<file path="src/rtl/tl_d_trace_capture_pkg.sv">
// Shared types and helpers for the TileLink D-channel trace capture path.
// Latency: n/a (types and pure functions only).
// Backpressure: n/a.
package tl_d_trace_pkg;

    typedef enum logic [2:0] {
        TL_ACCESS_ACK      = 3'd0,
        TL_ACCESS_ACK_DATA = 3'd1,
        TL_HINT_ACK        = 3'd2,
        TL_GRANT           = 3'd4,
        TL_GRANT_DATA      = 3'd5,
        TL_RELEASE_ACK     = 3'd6
    } tl_d_opcode_e;

    // Only the data-carrying responses can span more than one beat.
    function automatic logic has_data(input logic [2:0] op);
        return (op == TL_ACCESS_ACK_DATA) || (op == TL_GRANT_DATA);
    endfunction

    // Encodings 3 and 7 are not defined on the D channel.
    function automatic logic is_illegal_opcode(input logic [2:0] op);
        return (op == 3'd3) || (op == 3'd7);
    endfunction

    // Width of one trace entry. Layout, MSB first:
    // opcode(3) param(2) size(SIZE_W) source(SOURCE_W) sink(SINK_W) denied corrupt
    // data(DATA_W) first last beat_idx(SIZE_W) gap
    function automatic int trace_entry_width(input int data_w, input int source_w,
                                             input int sink_w, input int size_w);
        return 3 + 2 + size_w + source_w + sink_w + 2 + data_w + 2 + size_w + 1;
    endfunction

endpackage

</file>
<file path="src/rtl/tl_d_trace_capture_fifo.sv">
// Generic synchronous FIFO; ports: push/push_data/full (write), pop/valid/data (read).
// Latency: a push into an empty FIFO is visible on valid/data the next cycle.
// Backpressure: push is ignored when full unless a pop happens in the same cycle.
module tl_trace_fifo #(
    parameter int WIDTH = 8,
    parameter int DEPTH = 8
) (
    input  logic             clock,
    input  logic             reset,
    input  logic             push,
    input  logic [WIDTH-1:0] push_data,
    output logic             full,
    input  logic             pop,
    output logic             valid,
    output logic [WIDTH-1:0] data
);

    localparam int AW = $clog2(DEPTH);

    logic [WIDTH-1:0] mem [DEPTH];
    logic [AW:0]      wr_ptr;
    logic [AW:0]      rd_ptr;
    logic             empty;
    logic             pop_en;
    logic             push_en;

    // Extra wrap bit distinguishes full from empty when the index bits match.
    assign empty   = (wr_ptr == rd_ptr);
    assign full    = (wr_ptr[AW] != rd_ptr[AW]) && (wr_ptr[AW-1:0] == rd_ptr[AW-1:0]);
    assign pop_en  = pop & ~empty;
    // A pop frees the slot this cycle, so a full FIFO can still take the push.
    assign push_en = push & (~full | pop_en);

    assign valid = ~empty;
    // Masked so the output reads zero whenever nothing is held.
    assign data  = empty ? '0 : mem[rd_ptr[AW-1:0]];

    always_ff @(posedge clock) begin
        if (reset) begin
            wr_ptr <= '0;
            rd_ptr <= '0;
        end else begin
            if (push_en) begin
                wr_ptr <= wr_ptr + (AW+1)'(1);
            end
            if (pop_en) begin
                rd_ptr <= rd_ptr + (AW+1)'(1);
            end
        end
    end

    always_ff @(posedge clock) begin
        if (push_en) begin
            mem[wr_ptr[AW-1:0]] <= push_data;
        end
    end

endmodule

</file>
<file path="src/rtl/tl_d_trace_capture.sv">
// Passive TileLink D-channel snooper: tags fired beats (first/last/beat_idx/gap) into a trace FIFO.
// Latency: a fire in cycle N into an empty FIFO shows as out_valid in cycle N+1.
// Backpressure: never stalls d_*; beats arriving while the FIFO is full are dropped and counted.
// Ports: clock/reset; d_* observed beat; out_valid/out_ready/out_entry trace output;
// drop_count, proto_err status; clear zeroes the status.
module tl_d_trace_capture
    import tl_d_trace_pkg::*;
#(
    parameter  int DATA_W   = 32,
    parameter  int SOURCE_W = 1,
    parameter  int SINK_W   = 1,
    parameter  int SIZE_W   = 4,
    parameter  int DEPTH    = 8,
    parameter  int CNT_W    = 16,
    localparam int ENTRY_W  = trace_entry_width(DATA_W, SOURCE_W, SINK_W, SIZE_W)
) (
    input  logic                clock,
    input  logic                reset,
    input  logic                d_valid,
    input  logic                d_ready,
    input  logic [2:0]          d_opcode,
    input  logic [1:0]          d_param,
    input  logic [SIZE_W-1:0]   d_size,
    input  logic [SOURCE_W-1:0] d_source,
    input  logic [SINK_W-1:0]   d_sink,
    input  logic                d_denied,
    input  logic                d_corrupt,
    input  logic [DATA_W-1:0]   d_data,
    output logic                out_valid,
    input  logic                out_ready,
    output logic [ENTRY_W-1:0]  out_entry,
    output logic [CNT_W-1:0]    drop_count,
    output logic                proto_err,
    input  logic                clear
);

    typedef struct packed {
        logic [2:0]          opcode;
        logic [1:0]          param;
        logic [SIZE_W-1:0]   size;
        logic [SOURCE_W-1:0] source;
        logic [SINK_W-1:0]   sink;
        logic                denied;
        logic                corrupt;
        logic [DATA_W-1:0]   data;
        logic                first;
        logic                last;
        logic [SIZE_W-1:0]   beat_idx;
        logic                gap;
    } trace_entry_t;

    // The largest message (2^(2^SIZE_W - 1) bytes) needs this many bits of beat count.
    localparam int                BCNT_W       = 2 ** SIZE_W;
    localparam int                BEAT_SHIFT   = $clog2(DATA_W / 8);
    localparam logic [SIZE_W-1:0] BEAT_SHIFT_S = SIZE_W'(BEAT_SHIFT);

    typedef enum logic {
        S_IDLE,
        S_BURST
    } state_e;

    // Beats in the message minus one, computed as a shift of the byte count.
    function automatic logic [BCNT_W-1:0] beats_m1(input logic [2:0] op,
                                                   input logic [SIZE_W-1:0] size);
        logic [BCNT_W-1:0] bytes;
        bytes       = '0;
        bytes[size] = 1'b1;
        if (!has_data(op) || (size <= BEAT_SHIFT_S)) begin
            return '0;
        end
        return (bytes >> BEAT_SHIFT) - BCNT_W'(1);
    endfunction

    state_e              state;
    logic [2:0]          lat_op;
    logic [SIZE_W-1:0]   lat_size;
    logic [SOURCE_W-1:0] lat_src;
    logic [BCNT_W-1:0]   beat_cnt;
    logic                gap_pend;

    logic                fire;
    logic                in_burst;
    logic [BCNT_W-1:0]   cur_m1;
    logic [BCNT_W-1:0]   cur_idx;
    logic                is_last;
    logic                mismatch;
    logic                bad_beat;
    logic                pop;
    logic                fifo_full;
    logic                drop;
    logic                push;
    trace_entry_t        entry;

    assign fire     = d_valid & d_ready;
    assign in_burst = (state == S_BURST);
    assign cur_m1   = beats_m1(d_opcode, d_size);
    assign cur_idx  = in_burst ? beat_cnt : '0;
    // >= rather than == so a beat whose own fields imply a shorter message
    // still terminates the burst instead of leaving the FSM stranded.
    assign is_last  = (cur_idx >= cur_m1);
    assign mismatch = in_burst && ((d_opcode != lat_op) || (d_size != lat_size) ||
                                   (d_source != lat_src));
    assign bad_beat = is_illegal_opcode(d_opcode) | mismatch |
                      (d_corrupt & ~has_data(d_opcode));

    assign pop  = out_valid & out_ready;
    assign drop = fire & fifo_full & ~pop;
    assign push = fire & ~drop;

    always_comb begin
        entry          = '0;
        entry.opcode   = d_opcode;
        entry.param    = d_param;
        entry.size     = d_size;
        entry.source   = d_source;
        entry.sink     = d_sink;
        entry.denied   = d_denied;
        entry.corrupt  = d_corrupt;
        entry.data     = d_data;
        entry.first    = ~in_burst;
        entry.last     = is_last;
        entry.beat_idx = cur_idx[SIZE_W-1:0];
        entry.gap      = gap_pend;
    end

    // Burst tracker. Every fired beat advances it, dropped or not, and it
    // re-latches the beat's own fields so an erroneous beat steers what follows.
    always_ff @(posedge clock) begin
        if (reset) begin
            state    <= S_IDLE;
            lat_op   <= '0;
            lat_size <= '0;
            lat_src  <= '0;
            beat_cnt <= '0;
        end else if (fire) begin
            if (is_last) begin
                state    <= S_IDLE;
                beat_cnt <= '0;
            end else begin
                state    <= S_BURST;
                beat_cnt <= cur_idx + BCNT_W'(1);
                lat_op   <= d_opcode;
                lat_size <= d_size;
                lat_src  <= d_source;
            end
        end
    end

    // Status: clear has priority, so a clear coinciding with a drop leaves zero.
    always_ff @(posedge clock) begin
        if (reset) begin
            drop_count <= '0;
            proto_err  <= 1'b0;
            gap_pend   <= 1'b0;
        end else begin
            if (clear) begin
                proto_err <= 1'b0;
            end else if (fire && bad_beat) begin
                proto_err <= 1'b1;
            end

            if (clear) begin
                drop_count <= '0;
            end else if (drop && (drop_count != '1)) begin
                drop_count <= drop_count + CNT_W'(1);
            end

            if (drop) begin
                gap_pend <= 1'b1;
            end else if (push) begin
                gap_pend <= 1'b0;
            end
        end
    end

    tl_trace_fifo #(
        .WIDTH (ENTRY_W),
        .DEPTH (DEPTH)
    ) u_fifo (
        .clock     (clock),
        .reset     (reset),
        .push      (push),
        .push_data (entry),
        .full      (fifo_full),
        .pop       (pop),
        .valid     (out_valid),
        .data      (out_entry)
    );

endmodule

</file>
<file path="config.mk">
export PLATFORM = sky130hd
export DESIGN_NAME = tl_d_trace_capture
export DESIGN_NICKNAME = d
export VERILOG_FILES = /design/src/rtl/tl_d_trace_capture_pkg.sv /design/src/rtl/tl_d_trace_capture_fifo.sv /design/src/rtl/tl_d_trace_capture.sv
export SDC_FILE = /design/constraint.sdc
export NUM_CORES = 1
export LEC_CHECK = 0
export BUFFER_PORTS_ARGS = -buffer_cell sky130_fd_sc_hd__buf_2
export CORE_ASPECT_RATIO = 0.6
export CORE_MARGIN = 2
export CORE_UTILIZATION = 30
export CTS_BUF_LIST = sky130_fd_sc_hd__clkbuf_8
export DETAILED_ROUTE_END_ITERATION = 10
export PLACE_DENSITY = 0.52
export SKIP_CTS_REPAIR_TIMING = 1
export SLEW_MARGIN = 10
export SYNTH_ARGS = -nofsm -noshare
export SYNTH_HDL_FRONTEND = slang
export SYNTH_SLANG_ARGS = --single-unit
</file>
<file path="constraint.sdc">
create_clock -name clock -period 6.5 [get_ports clock]
set_input_delay 1.3 -clock clock [delete_from_list [all_inputs] [get_ports clock]]
set_output_delay 1.3 -clock clock [all_outputs]
set_load 0.02 [all_outputs]
</file>
# Yosys cells after proc, flatten, opt, wreduce, memory -nomap -nowiden
# Memories as Yosys holds them, arrays and structs flattened. A register that Yosys moved wholly into a read port is not among the register bits.
# Index checks and enable logic that the tools add are counted.
[word_totals]
reg_bits = 51
ramBits = 416
input_bits = 51
out_inout_bits = 70
wordCells = 78
n_memories = 1
[memory_table]
columns = ["memory", "words", "word_bits", "read_ports", "rd_ports_with_merged_regs", "write_ports", "line_no", "source"]
rows = [
  ["u_fifo.mem", 8, 52, 1, 1, 1, "tl_d_trace_capture_fifo.sv:20", "logic [WIDTH-1:0] mem [DEPTH];"],
]
[classes]
n_addsub = 5
magnitude_cmp = 4
eq_ne = 11
mux = 15
bitwise = 18
reduce_logical = 14
[ops]
columns = ["operator", "count"]
rows = [
  ["two-way mux 16 bit", 4],
  ["two-way mux 52 bit", 1],
  ["adder 16 x 1 -> 16 bit, second input constant", 2],
  ["greater-or-equal comparator 16 bit", 1],
  ["!= test 16 bit, second input constant", 1],
  ["subtractor 14 x 1 -> 15 bit, second input constant", 1],
  ["adder 4 x 1 -> 4 bit, second input constant", 2],
  ["AND 1 bit", 8],
  ["two-way mux 1 bit", 7],
  ["NOT 1 bit", 7],
  ["equality test 3 bit, second input constant", 2],
  ["two-way mux 3 bit", 2],
  ["logical AND 1 bit", 5],
  ["logical OR 1 bit", 5],
  ["< comparator 4 x 5 -> 1 bit, second input constant", 1],
  ["demux 1 bit (select 4 bit)", 1],
  ["equality test 4 bit", 1],
  ["greater-or-equal comparator 4 x 1 -> 1 bit, second input constant", 1],
  ["<= comparator 4 x 2 -> 1 bit, second input constant", 1],
  ["!= test 4 bit", 1],
  ["equality test 3 x 1 -> 1 bit, second input constant", 1],
  ["equality test 3 x 2 -> 1 bit, second input constant", 1],
  ["equality test 3 bit", 1],
  ["!= test 3 bit", 1],
  ["other kinds (6)", 9],
]

# Depth between registers and ports, before layout
[logic_depth]
word_depth = 10
depth_mapped = 16
ltp_nobuf = 14

# Cells and area by module
# From an unflattened synthesis, not the netlist that was laid out.
[hier_totals]
hier_cells = 1103
hier_area_um2 = 19347.3
[by_module_without_submodules]
columns = ["mod", "instances", "cells_each", "area_per_inst_um2", "seq_area_each_um2"]
rows = [
  ["tl_trace_fifo", 1, 734, 16467.0, 12712.2],
  ["tl_d_trace_capture", 1, 369, 2880.3, 860.8],
]

# Worst setup path before layout
# OpenSTA, ideal clock, no wires.
[synth_path]
path_type = "in2reg"
from = "input port d_valid"
to = "memory u_fifo.mem[0][0] in the netlist's numbering (enable)"
setup_ns = 0.526
arrival_time_ns = 5.526
required_ns = 5.974
slack_ns = 0.448
cell_stages = 4
path_cell_list = "nand2_1 -> a21oi_1 -> nand2b_1 -> nor3_1"
[synth_via]
elab_chain_cells = 8
[synth_rtl]
columns = ["item", "line_no", "source"]
rows = [
  ["from (decl)", "tl_d_trace_capture.sv:19", "input logic d_valid,"],
  ["AND 1 bit (*)", "tl_d_trace_capture.sv:94", "assign fire = d_valid & d_ready;"],
  ["AND 1 bit (2 in series)", "tl_d_trace_capture.sv:107", "assign drop = fire & fifo_full & ~pop;"],
  ["NOT 1 bit", "tl_d_trace_capture.sv:108", "assign push = fire & ~drop;"],
  ["AND 1 bit (*)", "tl_d_trace_capture.sv:108", ""],
  ["AND 1 bit (*)", "tl_d_trace_capture_fifo.sv:32", "assign push_en = push & (~full | pop_en);"],
  ["two-way mux 1 bit (*)", "tl_d_trace_capture_fifo.sv:53", "if (push_en) begin"],
  ["two-way mux 1 bit (not written as such) (*)", "tl_d_trace_capture_fifo.sv:54", "mem[wr_ptr[AW-1:0]] <= push_data;"],
  ["to (decl)", "tl_d_trace_capture_fifo.sv:20", ""],
]
# Mark *: on every way between the ends. The rest lies on a longest branch, timed or not.

# Worst setup path after layout
[layout_path]
from = "register u_fifo.wr_ptr[1]"
to = "output port out_valid"
[layout_via]
elab_chain_cells = 2
[layout_rtl]
columns = ["item", "line_no", "source"]
rows = [
  ["from (decl)", "tl_d_trace_capture_fifo.sv:21", "logic [AW:0] wr_ptr;"],
  ["from (signal assigned)", "tl_d_trace_capture_fifo.sv:44", "wr_ptr <= wr_ptr + (AW+1)'(1);"],
  ["equality test 4 bit", "tl_d_trace_capture_fifo.sv:28", "assign empty = (wr_ptr == rd_ptr);"],
  ["NOT 1 bit", "tl_d_trace_capture_fifo.sv:34", "assign valid = ~empty;"],
  ["to (decl)", "tl_d_trace_capture.sv:29", "output logic out_valid,"],
]
# No other way between the ends.

==> summary.md <==
| Metric | Value |
|---|---|
| Minimum clock period | 4.61 ns |
| Grt ovf | 0 |
| CTS clk-pin slew, worst paths | around 0.060 ns |
| Final hold violation count | 0 |
| Crit path max-delay cell type | and2_2 |
| Hold WS | 0.468 ns |
| Worst hold start | proto_err$_SDFFE_PP0P_ |
| NumNets Final | about 1300 |
| R2R cell count | 7 |
| Pwr dens | between 200 and 300 nW/um^2 |
| First-pass GRT wire length | between 60000 and 70000 um |
| Initial antenna violation count | 7 |
| Num CTS Buffers | 74 |
| Largest net degree at the start of global routing | 62 |
| P&R area growth vs syn | 15.9% |
| Number of placed instances, taps included | about 2000 |
| Cell Area, Synth | between 15000 and 20000 sq um |
| Lkg Pwr | around 7.1 nW |
| Synth Net Count | between 1000 and 1500 |
| H-tree depth | 3 |
| Sum of negative setup slack | 0 ns |
| Worst slack at placement | about 1.5 ns |
| Worst hold-check path type | flop to flop |
| Post-Synth Simple-Gate Area | 0.0656 |
| Status | completed |
| Post-synth EDFFs | approximately 420 |
| Post-synthesis adder-cell area fraction | 0.0138 |
| DR iter-0 viols | between 700 and 800 |
| Worst Setup Slack, final | around 1.9 ns |
| Final Slew Violations | 0 |
| Avg Inst Size Synth | 17.6 sq um |
| Core ar. | 62700 sq um |
| R2r endpoint | beat_cnt[14]$_SDFFE_PP0P_ |
| Most common cell in the netlist | edfxtp_1 |
| Vias per cell | about 4.7 |
| Clock Tree Buf Depth | 3 |
| Die area | around 66000 sq um |
| GRT Util Overall | 0.134 |
| CP Data Required Time | 5.20 ns |
| Post-Route WL | approximately 43000 um |
| Tot Pwr | between 6 and 7 mW |
| Die H | around 200 um |
| Setup repair after global routing missed its margin | no |
| Max-Cap Viols | 0 |
| # IOs | between 100 and 150 |
| Top delay family on crit path | buffers and inverters |
| Vias | between 10000 and 15000 |
| Vias in the first global route | ~10000 |
| Critical path, cell by cell | xor2_1, nor3_2, and2_2, buf_4, inv_1, buf_2 |
| CP max FO | 30 |
| Post-synth cell types | 49 |
| Sequential area share after synthesis | 0.713 |
| Share of layout cells above drive strength 1 | 0.276 |
| Final GP Congestion | about 0.77 |
| Kind of critical path | flop to output pin |
| Hold path depth | 2 |
| DR pass1 iterations | 5 |
| Top cell type's share of synthesized area | 0.656 |
| Ys flop type | edfxtp_1 |
| Buf/Inv on CP | 3 |
| Post-DP HPWL | 25000 um |
| Skew final | 0.0156 ns |
| Final Cycle Share | 0.709 |
| Slew headroom | 0.339 |
| Final Util | 0.352 |
| Placement Cell Area | 20700 sq um |
| Final setup fails | 0 |
| Synth Warn # | 0 |
| CTS tree | built |
| Root buffer cell | clkbuf_8 |
| Gate Count Post-Synth | about 1100 |
| CTS sink cnt | 470 |
| FF-to-FF Start | in_burst$_SDFFE_PP0P_ |
| Internal reg-to-reg setup slack | roughly 3 ns |
| Synth Area in XOR/XNOR | 0.0170 |
| Yosys reg bits | 470 |
| Buffers added on ports | 120 |
| Largest family of logic cells by synthesized area | multiplexers |
| Die width | between 300 and 400 um |
| Synth async-reset ratio | 0 |
| Commonest cells in the netlist | edfxtp_1 (416), nor2_1 (106), mux4_2 (104) |
| # DRC | 0 |
| Synth top area cells | edfxtp_1 (66%), mux4_2 (12%), dfxtp_1 (5.7%), mux2i_1 (3.3%), nor2_1 (2.1%) |
| Initial Util | 0.304 |
| Synth Area in Compound Gates | 0.0209 |
| Hold EP | proto_err$_SDFFE_PP0P_ |
| Layout Cell Area excl Fill | approximately 22000 sq um |
| Routed Antenna Nets | 0 |
| Routed wire per std cell | between 20 and 25 um |
| CP arrival | approximately 3.3 ns |
| Yosys top cell by area | edfxtp_1 |
| CP Capture Type | output pin |
| Nature of the critical path startpoint | flop |
| Fmax | 0.217 GHz |
| Mux contribution to synthesized area | 0.156 |
| VDD IR max | about 0.13 mV |
| Final Non-Filler Cells | roughly 2100 |
| Placement Rows | 71 |
| Worst slew pin tran | 0.992 ns |
| Clk_lat worst skew | between 0.6 and 0.7 ns |
| Crit path largest cell delay | 0.68 ns |
## cell usage in the layout, fill, tap and decap left out, types with 23 or more instances in the layout
master and count:
edfxtp_1 416, buf_2 120, mux4_2 104, nor2_1 101
clkbuf_8 76, mux2i_1 63, dfxtp_1 51, nand2_1 43
xnor2_1 23, inv_1 23
## cell type report
cell class | instances | area (sq um)
clock inverter | 53 | 313
sequential | 470 | 13600
antenna | 2 | 5.00
timing repair buffer | 138 | 798
tap | 839 | 1050
clock buffer | 76 | 1050
fill | 5986 | 40600
multi-input combinational | 549 | 5260
inverter | 6 | 22.5
## registers in the layout (all words and copies together) (netlist names), named ones only
name,count
u_fifo.wr_ptr,4
beat_cnt,16
lat_size,4
u_fifo.mem,416
proto_err,1
drop_count,16
in_burst,1
gap_pend,1
lat_src,1
lat_op,3
u_fifo.rd_ptr,4
## where the power goes
part	internal (mW)	switching (mW)	total (mW)
clock	1.21	1.16	2.37
sequential	3.32	0.0459	3.37
combinational	0.312	0.447	0.759
## worst reg2reg max path, stage by stage (launching register included)
cell	delay, ns
dfxtp_1	0.83
and2_1	0.53
ha_1	0.32
a2111o_1	0.38
a32oi_2	0.27
nand4_4	0.35
or4b_1	0.60
a31oi_1	0.18
## per-layer routing
layer	track usage	part of all wire	vias up
li1	-	-	4572
met5	0	0.00078	-
met3	0.0347	0.054	74
met4	0.0394	0.019	6
met1	0.193	0.48	5212
met2	0.198	0.44	220
## cell families after synthesis
logic type / count (synthesis)
flip-flops: 470
AND/OR/NAND/NOR: 258
multiplexers: 167
buffers and inverters: 66
AO/OA/AOI/OAI: 65
XOR/XNOR: 37
adder cells (fa/ha/maj): 21
other: 1
## how the worst max path moves through the flow
| stage | start | endpoint | slack [ns] | depth (start not counted) |
|---|---|---|---|---|
| 2_1_floorplan | d_valid | u_fifo.mem[0][0]$_DFFE_PP_ | 0.45 | 4 |
| 3_3_place_gp | d_size[1] | beat_cnt[14]$_SDFFE_PP0P_ | 1.56 | 14 |
| 3_5_place_dp | d_size[1] | beat_cnt[14]$_SDFFE_PP0P_ | 1.48 | 15 |
| 4_1_cts | u_fifo.wr_ptr[1]$_SDFFE_PP0P_ | out_valid | 1.77 | 6 |
| 5_1_grt | u_fifo.wr_ptr[1]$_SDFFE_PP0P_ | out_valid | 1.61 | 6 |
| 6_report | u_fifo.wr_ptr[1]$_SDFFE_PP0P_ | out_valid | 1.89 | 6 |
(Power assumes the default switching activity.)
